<file path="src/rtl/ss_output_decoder_if.sv">
// ss_output_decoder_if: stochastic sample stream in, window counts and classification out
interface ss_output_decoder_if #(
  parameter int N  = 5,
  parameter int W  = 8,
  parameter int IW = 3
);
  logic                 EN;
  logic [N-1:0]         a_in;
  logic [IW-1:0]        label;
  logic [N*(W+1)-1:0]   counts;
  logic [IW-1:0]        class_out;
  logic [W:0]           max_count;
  logic                 correct;
  logic                 valid;
  logic                 busy;
  modport master (
    output EN, a_in, label,
    input  counts, class_out, max_count, correct, valid, busy
  );
  modport slave (
    input  EN, a_in, label,
    output counts, class_out, max_count, correct, valid, busy
  );
endinterface

</file>
<file path="src/rtl/ss_output_decoder.sv">
// ss_output_decoder: per-channel ones counting over 2^W samples, then sequential argmax
module ss_output_decoder #(
  parameter int N  = 5,
  parameter int W  = 8,
  parameter int IW = 3
) (
  input logic CLK,
  input logic INIT,
  ss_output_decoder_if.slave bus
);
  typedef enum logic [1:0] {SCAN_IDLE, SCAN, REPORT} state_t;
  state_t        state, state_n;
  logic [W:0]    acc [N];
  logic [W:0]    cnt [N];
  logic [W-1:0]  wc;
  logic [IW-1:0] lbl_r, idx, best_idx;
  logic [W:0]    best_cnt;
  logic          capture;
  assign capture  = bus.EN && (wc == '1);
  assign bus.busy = state != SCAN_IDLE;
  for (genvar k = 0; k < N; k++) begin : g_pack
    assign bus.counts[k*(W+1) +: W+1] = cnt[k];
  end
  always_comb begin
    state_n = state;
    state_n = (state == SCAN_IDLE && capture)       ? SCAN      :
              (state == SCAN && idx == IW'(N - 1))  ? REPORT    :
              (state == REPORT)                     ? SCAN_IDLE : state;
  end
  always_ff @(posedge CLK) begin
    if (INIT) begin
      state         <= SCAN_IDLE;
      acc           <= '{default: '0};
      cnt           <= '{default: '0};
      wc            <= '0;
      lbl_r         <= '0;
      idx           <= '0;
      best_idx      <= '0;
      best_cnt      <= '0;
      bus.class_out <= '0;
      bus.max_count <= '0;
      bus.correct   <= 1'b0;
      bus.valid     <= 1'b0;
    end else begin
      state     <= state_n;
      bus.valid <= state == REPORT;
      if (bus.EN) begin
        wc <= wc + W'(1);
        for (int k = 0; k < N; k++) acc[k] <= capture ? '0 : acc[k] + (W+1)'(bus.a_in[k]);
      end
      // the last sample of the window goes straight into the snapshot
      if (capture) begin
        for (int k = 0; k < N; k++) cnt[k] <= acc[k] + (W+1)'(bus.a_in[k]);
        lbl_r    <= bus.label;
        idx      <= '0;
        best_idx <= '0;
        best_cnt <= '0;
      end
      if (state == SCAN) begin
        if (cnt[idx] > best_cnt) begin
          best_idx <= idx;
          best_cnt <= cnt[idx];
        end
        idx <= idx + IW'(1);
      end
      if (state == REPORT) begin
        bus.class_out <= best_idx;
        bus.max_count <= best_cnt;
        bus.correct   <= best_idx == lbl_r;
      end
    end
  end
endmodule

</file>
<file path="src/flat_wrapper.sv">
// flat-port wrapper written by rule: the top's interface ports become plain ports
module ss_output_decoder_flat 
#(
  parameter int N  = 5,
  parameter int W  = 8,
  parameter int IW = 3
)
  (CLK, INIT, bus_EN, bus_a_in, bus_label, bus_counts, bus_class_out, bus_max_count, bus_correct, bus_valid, bus_busy);
  ss_output_decoder_if #(.N(N), .W(W), .IW(IW)) bus_i ();
  input logic CLK;
  input logic INIT;
  input wire logic [$bits(bus_i.EN)-1:0] bus_EN;
  input wire logic [$bits(bus_i.a_in)-1:0] bus_a_in;
  input wire logic [$bits(bus_i.label)-1:0] bus_label;
  output wire logic [$bits(bus_i.counts)-1:0] bus_counts;
  output wire logic [$bits(bus_i.class_out)-1:0] bus_class_out;
  output wire logic [$bits(bus_i.max_count)-1:0] bus_max_count;
  output wire logic [$bits(bus_i.correct)-1:0] bus_correct;
  output wire logic [$bits(bus_i.valid)-1:0] bus_valid;
  output wire logic [$bits(bus_i.busy)-1:0] bus_busy;
  assign bus_i.EN = bus_EN;
  assign bus_i.a_in = bus_a_in;
  assign bus_i.label = bus_label;
  assign bus_counts = bus_i.counts;
  assign bus_class_out = bus_i.class_out;
  assign bus_max_count = bus_i.max_count;
  assign bus_correct = bus_i.correct;
  assign bus_valid = bus_i.valid;
  assign bus_busy = bus_i.busy;
  ss_output_decoder #(.N(N), .W(W), .IW(IW)) u_core (.CLK(CLK), .INIT(INIT), .bus(bus_i));
endmodule
</file>
<file path="config.mk">
export PLATFORM = sky130hd
export DESIGN_NAME = ss_output_decoder_flat
export DESIGN_NICKNAME = d
export VERILOG_FILES = /design/src/rtl/ss_output_decoder_if.sv /design/src/rtl/ss_output_decoder.sv /design/src/flat_wrapper.sv
export SDC_FILE = /design/constraint.sdc
export NUM_CORES = 1
export LEC_CHECK = 0
export ABC_AREA = 1
export ABC_CLOCK_PERIOD_IN_PS = 4500
export CAP_MARGIN = 20
export CORE_ASPECT_RATIO = 2
export CORE_UTILIZATION = 30
export DETAILED_ROUTE_END_ITERATION = 12
export SKIP_LAST_GASP = 1
export SYNTH_ARGS = -nofsm -noshare
export SYNTH_HDL_FRONTEND = slang
export SYNTH_SLANG_ARGS = --single-unit
</file>
<file path="constraint.sdc">
create_clock -name CLK -period 4.5 [get_ports CLK]
set_input_delay 0.9 -clock CLK [delete_from_list [all_inputs] [get_ports CLK]]
set_output_delay 0.9 -clock CLK [all_outputs]
set_load 0.005 [all_outputs]
</file>
======== Yosys cells after proc, flatten, opt, wreduce, memory -nomap -nowiden ========
Index checks and enable logic that the tools add are counted.
storage, ports and cells
  bits in registers ....................... 132
  input port bits ......................... 11
operators by class
  add/subtract/negate cells ............... 7
  order comparisons ....................... 2
  equal/unequal tests ..................... 5
  mux-type cells .......................... 19
  bitwise operators ....................... 1
  reductions and logical operators ........ 9
operators with widths
  operator                                                   count
  two-way mux 9 bit                                          10
  adder 9 x 1 -> 9 bit                                       5
  binary-select mux 9 bit (select 3 bit)                     1
  two-way mux 3 bit                                          5
  > comparator 9 bit                                         1
  adder 8 x 1 -> 8 bit (second input constant)               1
  == test 8 bit (second input constant)                      1
  nonzero test 2 bit                                         3
  greater-or-equal comparator 4 bit (second input constant)  1
  two-way mux 2 bit                                          2
  inverter 3 -> 4 bit                                        1
  adder 3 x 1 -> 3 bit (second input constant)               1
  == test 3 bit                                              1
  == test 3 bit (second input constant)                      1
  logical AND 1 bit                                          3
  nonzero test 3 bit                                         1
  == test 2 x 1 -> 1 bit (second input constant)             1
  == test 2 bit (second input constant)                      1
  logical NOT 2 bit                                          1
  OR reduction 2 bit                                         1
  two-way mux 1 bit                                          1

======== Logic depth before layout (Yosys ltp) ========
  depth in word-level cells ............... 7
  depth in mapped cells ................... 17
  gate-level depth less buffers ........... 15

======== Worst setup path after synthesis ========
No wires, ideal clock.
  kind .................................... reg2reg
  start point ............................. register u_core.idx[0]
  end point ............................... register u_core.best_idx[0]
  setup time .............................. 0.117 ns
  data arrival time ....................... 2.200 ns
  required time ........................... 4.383 ns
  path slack .............................. 2.182 ns
  stages on the path, launching flop included .. 17
  path buffers ............................ 3
  period minus slack after synthesis ...... 2.318 ns
  cells stage by stage .................... dfxtp_1 buf_2 buf_2 nand2_1 nand3_1 nand3_1 nand2_1 inv_1 ha_1 nand2_1 nor2_1 nand3_1 nand3_1 clkbuf_1 nand3_1 nand2_1 nor2_1
between the ends
  cells in the longest elaborated chain, start to end .. 7
ends and longest elaborated chain
  what                                                   RTL line                 text
  start, declared                                        ss_output_decoder.sv:16  logic [IW-1:0] lbl_r, idx, best_idx;
  start signal, assigned                                 ss_output_decoder.sv:64  idx <= idx + IW'(1);
  inverter 3 -> 4 bit (not written as such)              ss_output_decoder.sv:60  if (cnt[idx] > best_cnt) begin
  binary-select mux 9 bit (select 3 bit)                 ss_output_decoder.sv:60
  two-way mux 9 bit (not written as such) (2 in series)  ss_output_decoder.sv:60
  > comparator 9 bit                                     ss_output_decoder.sv:60
  two-way mux 3 bit *                                    ss_output_decoder.sv:60
  two-way mux 3 bit *                                    ss_output_decoder.sv:59  if (state == SCAN) begin
  end signal, assigned                                   ss_output_decoder.sv:61  best_idx <= idx;
  end, declared                                          ss_output_decoder.sv:16
Mark *: on every way between the ends. The rest lies on a longest branch, timed or not. The select of a mux whose other input is x is not followed.
A chain may end at the register's enable or synchronous reset.

======== Worst setup path in the final report ========
Same ends and word-level chain as after synthesis.

==> reports/qor.txt <==
Largest family of logic cells by synthesized area = simple AND/OR/NAND/NOR gates
Clk_skew = 0.00838 ns
Total track usage = 17.2%
Vias in the first global route = 5,572
Post-Synth XOR/XNOR Area = 4.80%
Port buffer count = 70
Final Max Tran Viols = 0
Ys Warns = 0
Final setup viols = 0
Most frequent cells in the layout = 272 x nand2_1, 132 x dfxtp_1, 94 x a21oi_1
Initial antenna violation count = 0
H-tree depth = 4
Post-Syn Area = 6200 sq um
Power Density = 350 nW/um^2
Synth Area in Compound Gates = 13.5%
Detail Route Antenna Nets = 0
Area contributors post-synth = dfxtp_1 43%, nand2_1 16%, a21oi_1 7.6%, nand3_1 4.9%, nor2_1 4.8%
Max Freq = 346 MHz
Worst skew pair latency = 0.43 ns
CTS Root Cell = clkbuf_16
Worst r2r path cells = 16
CTS tree = built
Row count = 74
Synth area leader = dfxtp_1
Worst hold slack = 0.468 ns
Hold-fix buffer count after cts = 0
Period utilization = 64.2%
Post-synth top area share = 42.6%
Mapped Nets = 909
Inserted Clock Buffers = 17
Flop and latch count out of synthesis = 132
Layout Nets = 962
First-pass GRT wire length = 28,100 um
DRC violations left = 0
Die H = 205 um
Commonest non-fill, non-tap cell in the layout = nand2_1
Core ar. = 20,400 sq um
Max-cap viol count = 0
Status = complete, no violations
Synth Area in Simple Gates = 27.9%
HPWL after DPL = 12,200 um
Sequential share of the synthesized area = 42.6%
Adder-Cell Fraction of Synth Area = 4.44%
Crit Path Max Fanout = 24
Starting Density = 30.4%
Leak pwr = 2.95 nW
CP endpoint kind = register
Die area = 21,300 sq um
Post-CTS setup buffers = 0
Final wirelength = 17,300 um
Setup_tns = 0 ns
Global placement routability congestion = 0.814
Slew HR = 41.3%
Crit path time final = 2.89 ns
Gr ovfl total = 0
Maximum number of pins on one net before global-route repair = 79
Vias per cell = 4.72
Post-Syn Area per Cell = 7.08 sq um
Pre-Repair DR Iteration Count = 4
Worst-Margin Slew = 0.879 ns
Critical path type = register to register
RSZ-0062 raised after global routing = false
Number of fill cells = 2,179
Synth Instances = 876
Max Root-Sink Buffers = 2
Crit start category = register
# resized after CTS = 0
Final Hold Fails = 0
Post-synthesis mux area share = 0%
Iteration-0 DRC Markers = 236
P&R area growth vs syn = 24.4%
CP required = 4.82 ns
Peak supply drop = 231 uV
DR WL/cell = 14.3 um
DR vias = 5,699
Hold Crit Depth = 2
Die width = 104 um
Share of post-route cells with drive strength above 1 = 4.99%
Diode count = 0
Min-Delay Path Class = register to register
Worst Path Arrival = 3.21 ns
I/O pins = 71
Clock slew at reported path FFs = 0.06 ns
Library cells used by synthesis = 25
TritonCTS Sinks = 132
[logic make-up (layout without fill, tap and decap cells)]
group | Yosys count | count (layout)
AOI/OAI and AO/OA | 158 | 158
xor gates and xnor gates | 34 | 34
adders and majority gates | 22 | 22
buffers and inverters | 104 | 170
DFF | 132 | 132
and+or+nand+nor | 426 | 426
[synthesized netlist by cell type]
library cell and n:
a21boi_1 6, a21boi_0 6, a211oi_1 2, xnor2_1 17
buf_1 2, o21ai_0 44, a21o_1 1, xor2_1 17
buf_6 2, dfxtp_1 132, a31oi_1 5, buf_2 13
nor3b_1 2, nand4_1 3, a21oi_1 94, nor2_4 2
clkbuf_1 30, nand4_4 1, nor3_1 6, nand2_1 272
nor2_1 79, ha_1 22, inv_1 54, nand3_1 61
inv_2 3
[registers in the layout (all words and copies together), names as in the netlist]
register,count
u_core.state,2
u_core.bus.class_out,3
u_core.wc,8
u_core.bus.valid,1
u_core.bus.correct,1
u_core.bus.max_count,9
u_core.idx,3
u_core.lbl_r,3
u_core.bus.counts,45
u_core.best_cnt,9
u_core.acc,45
u_core.best_idx,3
[per-stage QoR]
stage | power, W | instance area, sq um | utilization, % | instances | setup slack, ns
CTS | 0.00273 | 7710 | 37.9 | 1208 | 1.61
global placement | 0.00128 | 7110 | 34.9 | 1176 | 1.58
floorplan | 0.00125 | 6200 | - | 876 | 2.18
detailed placement | 0.00128 | 7110 | 34.9 | 1176 | 1.54
global route | 0.00279 | 7710 | 37.9 | 1208 | 1.33
finish | 0.00270 | 7710 | 37.9 | 1208 | 1.61
[power breakdown]
group          internal [W]  switching (W)  total [W]
clock network      0.000934       0.000514    0.00145
registers           0.00118     0.00000492    0.00118
logic             0.0000238      0.0000511  0.0000749
[layout make-up]
| cell class | instances | area [sq um] | area share, % |
|---|---|---|---|
| Clock buffer | 21 | 450 | 5.84 |
| Clock inverter | 11 | 158 | 2.04 |
| Inverter | 57 | 214 | 2.77 |
| Multi-Input combinational cell | 640 | 3140 | 40.7 |
| Sequential cell | 132 | 2640 | 34.3 |
| Tap cell | 266 | 333 | 4.31 |
| Timing Repair Buffer | 81 | 778 | 10.1 |
[layer usage]
metal / share of wire, % / global-route usage [%] / up-vias
li1: - / - / 2923
met4: 5.0 / 11.6 / 0
met5: 0 / 0 / -
met1: 38 / 16.5 / 2617
met3: 3.0 / 4.02 / 46
met2: 54 / 32.2 / 113
[worst max-delay path, stage by stage, from the launching register on]
cell     delay (ns)
dfxtp_1        0.29
buf_4          0.20
inv_1          0.55
nand2_1        0.12
nand3_1        0.09
nand3_1        0.09
nand2_1        0.11
inv_1          0.05
ha_1           0.28
nand2_1        0.07
nor2_1         0.21
nand3_1        0.10
nand3_1        0.09
buf_4          0.26
nand3_1        0.10
nand2_1        0.09
nor2_1         0.05
[path summary, 6_finish.rpt]
kind	slack [ns]	endpoint	from
worst max-delay path	1.61	u_core.best_idx[0]$_SDFF_PP0_	u_core.idx[0]$_SDFFE_PP0P_
worst min-delay path	0.47	u_core.acc[18]$_SDFFE_PP0P_	u_core.acc[18]$_SDFFE_PP0P_
worst max register to register	1.61	u_core.best_idx[0]$_SDFF_PP0_	u_core.idx[0]$_SDFFE_PP0P_
worst min register to register	0.47	u_core.acc[18]$_SDFFE_PP0P_	u_core.acc[18]$_SDFFE_PP0P_
(Power assumes the default switching activity.)
